File: src/rtl/floatingpoint_pkg.sv
// Shared IEEE-754 single-precision definitions: field widths, integer limits,
// classification helpers and the float_to_int FSM state type.
package floatingpoint;

  localparam int INT_BITS      = 32;
  localparam int EXPONENT_BITS = 8;
  localparam int FRACTION_BITS = 23;
  localparam int BIAS          = 127;

  localparam logic [INT_BITS-1:0] INT_MAX = 32'h7FFF_FFFF;
  localparam logic [INT_BITS-1:0] INT_MIN = 32'h8000_0000;

  typedef struct packed {
    logic                     sign;
    logic [EXPONENT_BITS-1:0] exponent;
    logic [FRACTION_BITS-1:0] fraction;
  } float_t;

  typedef enum logic [1:0] {IDLE, SHIFT, SIGN, DONE} f2i_state_t;

  function automatic logic iszero(input float_t f);
    return (f.exponent == '0) && (f.fraction == '0);
  endfunction

  function automatic logic isdenorm(input float_t f);
    return (f.exponent == '0) && (f.fraction != '0);
  endfunction

  function automatic logic isnan(input float_t f);
    return (f.exponent == '1) && (f.fraction != '0);
  endfunction

  function automatic logic isinfinity(input float_t f);
    return (f.exponent == '1) && (f.fraction == '0);
  endfunction

endpackage

File: src/rtl/float_to_int_if.sv
// Operand/result handshake bundle for float_to_int; master is the producer/consumer side.
interface float_to_int_if;
  import floatingpoint::*;

  logic                in_valid;
  logic                in_ready;
  float_t              in_float;
  logic                out_valid;
  logic                out_ready;
  logic [INT_BITS-1:0] result;
  logic                invalid;
  logic                inexact;

  modport master (
    output in_valid, in_float, out_ready,
    input  in_ready, out_valid, result, invalid, inexact
  );

  modport slave (
    input  in_valid, in_float, out_ready,
    output in_ready, out_valid, result, invalid, inexact
  );

endinterface

File: src/rtl/float_to_int.sv
// Multi-cycle float -> int32 converter, truncating toward zero. The mantissa is
// aligned one bit per cycle, so latency depends on the exponent.
module float_to_int
  import floatingpoint::*;
(
  input  logic          clk,
  input  logic          reset,
  float_to_int_if.slave bus
);

  localparam logic [EXPONENT_BITS-1:0] EXP_ONE  = EXPONENT_BITS'(BIAS);
  localparam logic [EXPONENT_BITS-1:0] EXP_OVF  = EXPONENT_BITS'(BIAS + 31);
  localparam logic [4:0]               MANT_POS = 5'(FRACTION_BITS);
  localparam float_t                   NEG_2_31 = 32'hCF00_0000;

  f2i_state_t          state;
  logic [INT_BITS-1:0] mag;
  logic [INT_BITS-1:0] result_q;
  logic [4:0]          cnt;
  logic                shift_left;
  logic                sticky;
  logic                sign_q;
  logic                invalid_q;
  logic                inexact_q;

  float_t              f;
  logic [4:0]          e_unb;
  logic                accept;

  logic                spec_hit;
  logic [INT_BITS-1:0] spec_res;
  logic                spec_inv;
  logic                spec_inx;

  assign f      = bus.in_float;
  assign e_unb  = 5'(f.exponent - EXP_ONE);
  assign accept = bus.in_valid && (state == IDLE);

  // Operands whose result is known without alignment skip straight to DONE.
  always_comb begin
    spec_hit = 1'b1;
    spec_res = '0;
    spec_inv = 1'b0;
    spec_inx = 1'b0;
    if (isnan(f)) begin
      spec_res = INT_MIN;
      spec_inv = 1'b1;
    end else if (isinfinity(f)) begin
      spec_res = f.sign ? INT_MIN : INT_MAX;
      spec_inv = 1'b1;
    end else if (iszero(f)) begin
      spec_inx = 1'b0;
    end else if (isdenorm(f) || (f.exponent < EXP_ONE)) begin
      spec_inx = 1'b1;
    end else if (f == NEG_2_31) begin
      spec_res = INT_MIN;
    end else if (f.exponent >= EXP_OVF) begin
      spec_res = f.sign ? INT_MIN : INT_MAX;
      spec_inv = 1'b1;
    end else begin
      spec_hit = 1'b0;
    end
  end

  always_ff @(posedge clk or posedge reset) begin
    if (reset) begin
      state      <= IDLE;
      mag        <= '0;
      result_q   <= '0;
      cnt        <= '0;
      shift_left <= 1'b0;
      sticky     <= 1'b0;
      sign_q     <= 1'b0;
      invalid_q  <= 1'b0;
      inexact_q  <= 1'b0;
    end else begin
      case (state)
        IDLE: if (accept) begin
          sign_q <= f.sign;
          sticky <= 1'b0;
          if (spec_hit) begin
            result_q  <= spec_res;
            invalid_q <= spec_inv;
            inexact_q <= spec_inx;
            state     <= DONE;
          end else begin
            // Hidden bit sits at position 23; move it to position E.
            mag        <= INT_BITS'({1'b1, f.fraction});
            shift_left <= (e_unb > MANT_POS);
            cnt        <= (e_unb > MANT_POS) ? e_unb - MANT_POS : MANT_POS - e_unb;
            state      <= (e_unb == MANT_POS) ? SIGN : SHIFT;
          end
        end
        SHIFT: begin
          if (shift_left) begin
            mag <= mag << 1;
          end else begin
            mag    <= mag >> 1;
            sticky <= sticky | mag[0];
          end
          cnt <= cnt - 5'd1;
          if (cnt == 5'd1) state <= SIGN;
        end
        SIGN: begin
          result_q  <= sign_q ? -mag : mag;
          invalid_q <= 1'b0;
          inexact_q <= sticky;
          state     <= DONE;
        end
        DONE: if (bus.out_ready) state <= IDLE;
        default: state <= IDLE;
      endcase
    end
  end

  assign bus.in_ready  = (state == IDLE);
  assign bus.out_valid = (state == DONE);
  assign bus.result    = result_q;
  assign bus.invalid   = invalid_q;
  assign bus.inexact   = inexact_q;

endmodule
File: src/flat_wrapper.sv
// flat-port wrapper written by rule: the top's interface ports become plain ports
module float_to_int_flat import floatingpoint::*;
  (clk, reset, bus_in_valid, bus_in_float, bus_out_ready, bus_in_ready, bus_out_valid, bus_result, bus_invalid, bus_inexact);
  float_to_int_if bus_i ();
  input  logic clk;
  input  logic reset;
  input wire logic [$bits(bus_i.in_valid)-1:0] bus_in_valid;
  input wire logic [$bits(bus_i.in_float)-1:0] bus_in_float;
  input wire logic [$bits(bus_i.out_ready)-1:0] bus_out_ready;
  output wire logic [$bits(bus_i.in_ready)-1:0] bus_in_ready;
  output wire logic [$bits(bus_i.out_valid)-1:0] bus_out_valid;
  output wire logic [$bits(bus_i.result)-1:0] bus_result;
  output wire logic [$bits(bus_i.invalid)-1:0] bus_invalid;
  output wire logic [$bits(bus_i.inexact)-1:0] bus_inexact;
  assign bus_i.in_valid = bus_in_valid;
  assign bus_i.in_float = bus_in_float;
  assign bus_i.out_ready = bus_out_ready;
  assign bus_in_ready = bus_i.in_ready;
  assign bus_out_valid = bus_i.out_valid;
  assign bus_result = bus_i.result;
  assign bus_invalid = bus_i.invalid;
  assign bus_inexact = bus_i.inexact;
  float_to_int u_core (.clk(clk), .reset(reset), .bus(bus_i));
endmodule
File: config.mk
export PLATFORM = sky130hd
export DESIGN_NAME = float_to_int_flat
export DESIGN_NICKNAME = d
export VERILOG_FILES = /design/src/rtl/floatingpoint_pkg.sv /design/src/rtl/float_to_int_if.sv /design/src/rtl/float_to_int.sv /design/src/flat_wrapper.sv
export SDC_FILE = /design/constraint.sdc
export NUM_CORES = 1
export LEC_CHECK = 0
export CORE_AREA = 10 10 113 115
export DETAILED_ROUTE_END_ITERATION = 10
export DIE_AREA = 0 0 123 125
export PLACE_DENSITY = 0.75
export SYNTH_ARGS = -nofsm -noshare
export SYNTH_HDL_FRONTEND = slang
export SYNTH_SLANG_ARGS = --single-unit
export TNS_END_PERCENT = 10
File: constraint.sdc
create_clock -name clk -period 2.25 [get_ports clk]
set_clock_uncertainty 0.2 [all_clocks]
set_input_delay 0.225 -clock clk [delete_from_list [all_inputs] [get_ports clk]]
set_output_delay 0.225 -clock clk [all_outputs]
set_load 0.1 [all_outputs]
## Word-level counts from Yosys, hierarchy flattened

Cells that the tools add are included.

- Shift-type cells: 0
- Reduce and logical (&&, ||, !) cells: 18
- Equal/unequal tests: 13
- Magnitude comparators: 3
- Bitwise operators: 2
- Multiply operators: 0
- Div/mod/pow operators: 0
- Multiplexer cells: 49
- Add/sub/neg operators: 5

Operator list:

| operator | number |
|---|---|
| 32-bit two-way mux | 13 |
| 32-bit one-hot mux with 2 select lines | 2 |
| 32-bit == test (second input constant) | 1 |
| 32-bit negation | 1 |
| 23-bit logical NOT | 1 |
| 23-bit nonzero test | 1 |
| 1-bit two-way mux | 21 |
| 5-bit two-way mux | 3 |
| 3-bit AND reduction | 5 |
| 2-bit two-way mux | 5 |
| 5-bit one-hot mux with 2 select lines | 1 |
| 5-bit subtractor (second input constant) | 2 |
| 8-bit == test (second input constant) | 1 |
| 8-bit greater-or-equal comparator (second input constant) | 1 |
| 8-bit logical NOT | 1 |
| 8-bit by 7-bit < comparator with 1-bit output (second input constant) | 1 |
| 2-bit one-hot mux with 4 select lines | 1 |
| 2-bit by 1-bit inequality test with 1-bit output (second input constant) | 3 |
| 2-bit inequality test (second input constant) | 3 |
| 1-bit one-hot mux with 2 select lines | 3 |
| 5-bit by 1-bit == test with 1-bit output (second input constant) | 1 |
| 5-bit == test (second input constant) | 1 |
| 5-bit > comparator (second input constant) | 1 |
| 1-bit logical AND | 5 |
| other kinds (10) | 12 |

- RAM bits: 0
- Memories: 0
- Bits of input ports: 36
- Memory bits (read-only): 0
- Latch bits: 0
- Word-level logic and storage cells: 99
- Register bits after elaboration: 76
- Output and inout port bits: 36

## Longest topological paths before layout

Gate-level depths: netlist of the first run.

- Word-level depth: 10
- Mapped depth: 10
- Depth with buffers taken out: 9

## Least setup slack after synthesis of the first run

No wires, ideal clock.

- Path kind: reg2reg
- From: register u_core.state[0]
- To: register u_core.result_q[13], in the netlist u_core.bus.result[13]
- Arrival time: 2834 ps
- Slack: -853 ps
- Period minus slack after synthesis: 3103 ps
- Stages on the path, launching flop included: 10
- Setup time: 69 ps
- Required time: 1981 ps
- Path through: dfrtp_1 inv_1 ha_1 nand2_1 a211o_1 and3_1 clkbuf_1 nor2_1 clkbuf_1 a221o_1

- Longest elaborated chain between the ends: 4
- Elaborated cells on any way between the ends: 8

Ends and longest elaborated chain:

| item | RTL line | text |
|---|---|---|
| start: declaration | float_to_int.sv:16 | `f2i_state_t state;` |
| start signal: assignment | float_to_int.sv:91 | `state <= (e_unb == MANT_POS) ? SIGN : SHIFT;` |
| 2-bit logical NOT (*) | n/a |  |
| net bus_in_ready | flat_wrapper.sv:10 | `output wire logic [$bits(bus_i.in_ready)-1:0] bus_in_ready;` |
| 1-bit logical AND | float_to_int.sv:37 | `assign accept = bus.in_valid && (state == IDLE);` |
| 2-bit by 1-bit inequality test with 1-bit output (no line) | n/a |  |
| 3-bit AND reduction (no line) | n/a |  |
| end signal: assignment | float_to_int.sv:82 | `result_q <= spec_res;` |
| end signal: assignment | float_to_int.sv:105 | `result_q <= sign_q ? -mag : mag;` |
| end: declaration | float_to_int.sv:18 | `logic [INT_BITS-1:0] result_q;` |

The timed path passes the listed nets; every way through them passes the cells marked *.
A chain may end at the register's enable or synchronous reset.

## Worst setup path in the final report of the first run

- From: register u_core.mag[18]
- To: register u_core.result_q[27], in the netlist u_core.bus.result[27]

- Longest elaborated chain between the ends: 3

Ends and longest elaborated chain:

| item | RTL line | text |
|---|---|---|
| start: declaration | float_to_int.sv:17 | `logic [INT_BITS-1:0] mag;` |
| start signal: assignment | float_to_int.sv:88 | `mag <= INT_BITS'({1'b1, f.fraction});` |
| start signal: assignment | float_to_int.sv:96 | `mag <= mag << 1;` |
| start signal: assignment | float_to_int.sv:98 | `mag <= mag >> 1;` |
| 32-bit negation | float_to_int.sv:105 |  |
| 32-bit two-way mux | float_to_int.sv:105 |  |
| 32-bit one-hot mux with 2 select lines | float_to_int.sv:77 | `case (state)` |

Every way passes these cells.

==> metrics.md, run 1 <==
| Metric | Value |
|---|---|
| Status | finished, violations left |
| Violated checks | negative setup slack |
| #FFs+latches synth | 76 |
| DR pass1 iterations | 6 |
| Vias | 5197 |
| Distinct cells, synth | 62 |
| DPL Wire Length | 11700 um |
| Clock Sinks | 76 |
| Period minus WS final | 2320 ps |
| CTS root buf | clkbuf_8 |
| Vias in the first global route | 5147 |
| Seq pwr share | 0.212 |
| Logic pwr share | 0.706 |
| Total track usage | 0.204 |
| Antenna violations before repair | 0 |
| Synthesized-area fraction occupied by xor and xnor cells | 0.0597 |
| Worst-Margin Slew | 525 ps |
| Post-Place Worst Slack | -704 ps |
| Register area | 1900 sq um |
| CP Capture Type | register |
| Required time worst endpoint | 2300 ps |
| Syn_nets | 641 |
| Post-synth design cell area | 5130 sq um |
| Hold Path Class | in -> reg |
| Core area | 10600 sq um |
| Final Util | 0.676 |
| Hold-fix buffers, CTS | 0 |
| Fin crit share | 1.03 |
| Slowest cell delay on critical path | 580 ps |
| Peak supply drop | 1.26 mV |
| Commonest non-fill, non-tap cells in the layout | buf_4 (142), nand2_1 (77), dfrtp_1 (76) |
| Total congestion overflow | 0 |
| Min-delay src | bus_in_float[10] |
| P_sw | 6.34 mW |
| Final WL | 15900 um |
| Ordered list of cells on the worst path | or4_4 > or3_4 > o41ai_2 > xnor2_1 > a221o_1 |
| # rows | 38 |
| Setup Viol. Count Final | 4 |
| Simple-Gate Fraction of Synth Area | 0.185 |
| Vias per cell | 5.86 |
| RSZ-0062 raised after global routing | yes |
| Max-slew headroom | 0.649 |
| Post-Syn Area per Cell | 8.66 sq um |
| TritonCTS clock tree | built |
| Switching Share | 0.543 |
| Initial DRC Count | 396 |
| Highest Clock Rate | 431 MHz |
| I/O Buffers | 71 |
| Largest family of logic cells by synthesized area | compound AO/OA/AOI/OAI gates |
| Total CTS buffers | 9 |
| Mean routed wirelength per cell | 17.9 um |
| Clk buf depth | 2 |
| H-Tree Depth | 3 |
| # diodes | 0 |
| Adder-Cell Fraction of Synth Area | 0.0292 |
| P per Cell Area | 1630 nW/um^2 |
| Starting Density | 0.484 |
| First-pass GRT wire length | 25600 um |
| Critical Path AT | 2370 ps |
| RePlAce Congestion | 0.930 |
| Remaining DRCs | 0 |
| Die width | 123 um |
| Post-synth EDFFs | 0 |
| Layout area overhead | 39.6% |
| Max cap viols | 0 |
| Largest net degree at the start of global routing | 77 |
| Pint | 5.33 mW |
| Synth top area cells | dfrtp_1 (37%), o21ai_0 (6.5%), nand2_1 (5.8%) |
| Final Max Tran Viols | 0 |
| # fillers | 837 |
| Yosys top cell area share | 0.370 |
| Primary FF master, synth | dfrtp_1 |
| Syn Inst Count | 593 |
| Worst Path Max Fanout | 4 |
| Fin. Hold Viols | 0 |
| Slowest-stage cell, CP | or4_4 |
| Lkg Pwr | 3.24 nW |
| Number of nets in the layout | 791 |
| Die area | 15400 sq um |
| Final TNS setup | -130 ps |
| Clock power share | 0.082 |
| Worst Setup Path Type | reg -> reg |
| IO Pins | 72 |
| Worst r2r src | u_core.mag[18]$_DFFE_PP0P_ |
| Critical Path Source Type | register |
| Synth warnings | 0 |
| Sequential fraction of the synthesis area | 0.370 |
| Layout cell share with drive strength beyond 1 | 0.307 |
| Clk_lat worst skew | 370 ps |
| Critical Path Start | u_core.mag[18]$_DFFE_PP0P_ |
| Clk pin slew, worst setup/hold paths | 70 ps |
| Routed Antenna Nets | 0 |
| Area occupied by multi-input gates | 3190 sq um |
| Pwr Total | 11.7 mW |
| Die height | 125 um |
| Synth Area in Compound Gates | 0.228 |
| Dominant cell type by area after synthesis | dfrtp_1 |
| Commonest non-fill, non-tap cell in the layout | buf_4 |
| Setup ws final | -68.8 ps |
| Async SR Flop Fraction | 1.00 |
| Mux share of post-synthesis cell area | 0.0702 |
## registers in the layout, indices dropped and copies added (netlist names)
name and flops:
u_core.sign_q 1, u_core.sticky 1, u_core.cnt 5, u_core.state 2
u_core.shift_left 1, u_core.bus.inexact 1, u_core.bus.result 32, u_core.mag 32
u_core.bus.invalid 1
## logic make-up (layout without fill, tap and decap cells)
group / Yosys count / after routing
AO/OA/AOI/OAI: 177 / 177
XOR/XNOR: 35 / 35
adder cells (fa/ha/maj): 12 / 12
buffers and inverters: 72 / 226
flip-flops: 76 / 76
multiplexers: 35 / 35
AND/OR/NAND/NOR: 186 / 186
## critical path: cells and delay by family, from the launching register on
family	cells	cell delay (ps)
and+or+nand+nor	2	930
AOI/OAI and AO/OA	2	580
xor gates and xnor gates	1	100
DFF	1	380
## cell type report
cell class              count  area share
multi-input cells         445       0.445
well taps                 140      0.0244
clock inverters             2     0.00140
inverters                  21      0.0110
flip-flops and latches     76       0.265
repair buffers            190       0.230
clock buffers              13      0.0222
## routing by layer
layer | routed length, um | GRT usage
met1 | 6070 | 0.231
met2 | 8340 | 0.355
met3 | 842 | 0.0428
met4 | 597 | 0.0939
met5 | 0 | 0
## stage by stage
step                hold WS (ps)  instances  cell area, sq um
floorplan                    142        593              5230
global placement             289        866              6680
detailed placement           291        866              6680
CTS                         85.1        882              6960
global route                84.5        887              7170
finish                      44.4        887              7170
## Yosys cell counts (3+ instances only)
cell / instances
a21o_1: 3
xor2_1: 10
nand2_1: 79
a41oi_1: 3
nor4_1: 9
o41ai_2: 3
and2_1: 3
mux2_2: 8
a31oi_1: 8
xnor2_1: 25
nor2_1: 29
o211ai_1: 5
a211oi_1: 4
dfrtp_1: 76
nand4_1: 9
or4_1: 3
o31ai_1: 10
inv_1: 21
nor3_1: 9
buf_2: 5
and3_1: 4
nor3b_1: 3
a221o_1: 15
ha_1: 12
o21ai_0: 67
mux2i_1: 27
o41ai_1: 6
nand3_1: 13
a21oi_1: 33
clkbuf_1: 43
nand2b_1: 7
## what timing repair did
action	in CTS	in global routing
cloned	1	0
pin swaps	5	20
hold endpoints to repair	0	0
buffers inserted	0	5
endpoints found under the setup margin	40	72
gates resized for setup	23	43
## final timing paths
| path | depth (start not counted) | endpoint | slack (ps) |
|---|---|---|---|
| max | 5 | u_core.bus.result[27]$_DFFE_PP0P_ | -70 |
| min | 3 | u_core.mag[10]$_DFFE_PP0P_ | 40 |
| max reg2reg | 5 | u_core.bus.result[27]$_DFFE_PP0P_ | -70 |
| min reg2reg | 2 | u_core.bus.invalid$_DFFE_PP0P_ | 300 |
| max in group asynchronous | 3 | u_core.sign_q$_DFFE_PP0P_ | 1460 |
| min in group asynchronous | 3 | u_core.bus.result[16]$_DFFE_PP0P_ | 60 |
## power by group through the flow
stage / sequential, mW / combinational, mW / clock [mW]
2_1_floorplan: 4.40 / 3.73 / 0
3_3_place_gp: 2.45 / 7.68 / 0
3_5_place_dp: 2.48 / 7.87 / 0
4_1_cts: 2.46 / 7.94 / 0.966
5_1_grt: 2.54 / 8.83 / 1.01
6_report: 2.47 / 8.24 / 0.955
(Power assumes the default switching activity.)
==> inputs of run 2 (changes only) <==
Settings changed: CTS_BUF_LIST set to sky130_fd_sc_hd__clkbuf_4.
==> metrics.md, run 2 (synthesis results as in run 1) <==
| Metric | Value |
|---|---|
| Status | finished, violations left |
| Violated checks | negative setup slack |
| CP Capture Type | register |
| Critical Path AT | 2470 ps (+100 ps) |
| I/O Buffers | 71 (unchanged) |
| Core area | 10600 sq um (unchanged) |
| Clk buf depth | 2 (unchanged) |
| Worst Reg-to-Reg Cells | 5 (unchanged) |
| Worst reg2reg path endpoint | u_core.bus.result[28]$_DFFE_PP0P_ |
| # rows | 38 (unchanged) |
| TritonCTS clock tree | built |
| Setup ws final | -61.9 ps (+6.88 ps) |
| Total track usage | 0.200 (-0.00371) |
| Layout area overhead | 36.0% |
| Antenna violations before repair | 0 (unchanged) |
| Placed instance count | 866 (unchanged) |
| IO Pins | 72 (unchanged) |
| Max cap viols | 0 (unchanged) |
| Initial DRC Count | 368 (-7.1%) |
| Clk_lat worst skew | 450 ps (+80 ps) |
| Routed Antenna Nets | 0 (unchanged) |
| Critical Path Start | u_core.mag[18]$_DFFE_PP0P_ |
| Mean routed wirelength per cell | 17.7 um (-0.89%) |
| CTS root buf | clkbuf_4 |
| Starting Density | 0.484 (unchanged) |
| Peak supply drop | 1.25 mV (-0.50%) |
| DR pass1 iterations | 5 (-1) |
| Vias | 5151 (-0.89%) |
| Final TNS setup | -138 ps (-7.66 ps) |
| DPL Wire Length | 11700 um (unchanged) |
| Hold depth | 3 (unchanged) |
| Worst Path Max Fanout | 4 (unchanged) |
| Critical Path End | u_core.bus.result[28]$_DFFE_PP0P_ |
| Max-slew headroom | 0.646 (-0.00324) |
| Required time worst endpoint | 2410 ps (+110 ps) |
| Period minus WS final | 2310 ps (-6.88 ps) |
| First-pass GRT wire length | 25200 um (-1.7%) |
| # diodes | 0 (unchanged) |
| Total congestion overflow | 0 (unchanged) |
| Worst Setup Path Type | reg -> reg |
| Ordered list of cells on the worst path | or4_4 > or4_1 > o31ai_1 > xor2_1 > o31ai_1 |
| Post-Place Worst Slack | -704 ps (unchanged) |
| Lkg Pwr | 3.12 nW (-3.5%) |
| Largest net degree at the start of global routing | 77 (unchanged) |
| P per Cell Area | 1620 nW/um^2 (-0.47%) |
| Clk pin slew, worst setup/hold paths | 120 ps (+50 ps) |
| R2R setup slack | -60 ps (about the same) |
| Hold Path Class | in -> reg |
| RePlAce Congestion | 0.930 (unchanged) |
| Fin crit share | 1.03 (-0.00306) |
| Most common cell on crit path | o31ai_1 |
| Commonest non-fill, non-tap cell in the layout | buf_4 |
| Final Max Tran Viols | 0 (unchanged) |
| Clock Sinks | 76 (unchanged) |
| Layout cell share with drive strength beyond 1 | 0.290 (-0.0162) |
| Critical Path Source Type | register |
| Vias in the first global route | 5117 (-0.58%) |
| RSZ-0062 raised after global routing | yes |
| Setup Viol. Count Final | 4 (unchanged) |
| Die height | 125 um (unchanged) |
| Post-Layout Cell Count | 884 (-0.34%) |
| Number of nets in the layout | 788 (-0.38%) |
| Slowest cell delay on critical path | 570 ps (about the same) |
| Die area | 15400 sq um (unchanged) |
| Worst r2r src | u_core.mag[18]$_DFFE_PP0P_ |
| Fin. Hold Viols | 0 (unchanged) |
| Commonest non-fill, non-tap cells in the layout | buf_4 (140), nand2_1 (77), dfrtp_1 (76) |
| Remaining DRCs | 0 (unchanged) |
| Total CTS buffers | 9 (unchanged) |
| Worst-Margin Slew | 530 ps (+4.85 ps) |
| Die width | 123 um (unchanged) |
| Vias per cell | 5.83 (-0.55%) |
| Highest Clock Rate | 433 MHz (+0.30%) |
| H-Tree Depth | 3 (unchanged) |
| Final WL | 15700 um (-1.2%) |
| Slowest-stage cell, CP | or4_4 |
==> run 2: cell types whose count changed in the layout (fill, tap and decap cells not counted), moves of 6 or more <==
| cell | previous run | this run |
|---|---|---|
| clkdlybuf4s50_1 | 21 | 29 |
| clkbuf_8 | 11 | 0 |
| clkbuf_4 | 0 | 11 |
| dlymetal6s2s_1 | 9 | 3 |
==> run 2: worst min path at each step <==
stage	from	to	slack, ps
2_1_floorplan	bus_in_float[31]	u_core.sign_q$_DFFE_PP0P_	140
3_3_place_gp	u_core.bus.invalid$_DFFE_PP0P_	u_core.bus.invalid$_DFFE_PP0P_	290
3_5_place_dp	u_core.bus.invalid$_DFFE_PP0P_	u_core.bus.invalid$_DFFE_PP0P_	290
4_1_cts	bus_in_float[22]	u_core.mag[22]$_DFFE_PP0P_	160
5_1_grt	bus_in_float[18]	u_core.mag[18]$_DFFE_PP0P_	110
6_report	bus_in_float[1]	u_core.mag[1]$_DFFE_PP0P_	60
==> run 2: area by class of cell <==
type | count | area [sq um]
clock inverter | 4 | 17.5
inverter | 21 | 78.8
multi-input combinational | 445 | 3120
timing repair buffer | 187 | 1610
tap | 140 | 175
clock buffer | 11 | 82.6
sequential | 76 | 1900
fill | 855 | 3620
==> run 2: what timing repair did <==
| action | in CTS | in global routing |
|---|---|---|
| buffers inserted | 0 | 1 |
| pin swaps | 4 | 11 |
| endpoints found under the setup margin | 30 | 41 |
| hold buffers | 1 | 0 |
| cloned | 1 | 0 |
| hold endpoints to repair | 15 | 0 |
| gates resized for setup | 14 | 28 |
==> run 2: per-stage QoR <==
step | hold slack [ps] | util | instance area, sq um | power [mW]
floorplan | 142 | - | 5230 | 8.14
global placement | 289 | 0.630 | 6680 | 10.1
detailed placement | 291 | 0.630 | 6680 | 10.3
CTS | 164 | 0.646 | 6850 | 11.1
global route | 106 | 0.658 | 6980 | 12.0
finish | 59.6 | 0.658 | 6980 | 11.3
==> run 2: worst max-delay path: cells and delay by family, from the launching register on <==
family / cells / cell delay, ps
AO/OA/AOI/OAI: 2 / 530
AND/OR/NAND/NOR: 2 / 980
flip-flops: 1 / 400
XOR/XNOR: 1 / 110
==> run 2: layer usage <==
layer	up-vias	global-route usage	share of wire	wire (um)
li1	2441	-	-	-
met1	2505	0.227	0.39	6080
met2	161	0.344	0.52	8150
met3	44	0.0338	0.051	800
met4	0	0.113	0.040	631
met5	-	0	0	0
==> run 2: power breakdown <==
group | internal [mW] | switching, mW
clock | 0.236 | 0.476
sequential | 1.99 | 0.479
combinational | 2.85 | 5.28
total | 5.07 | 6.24
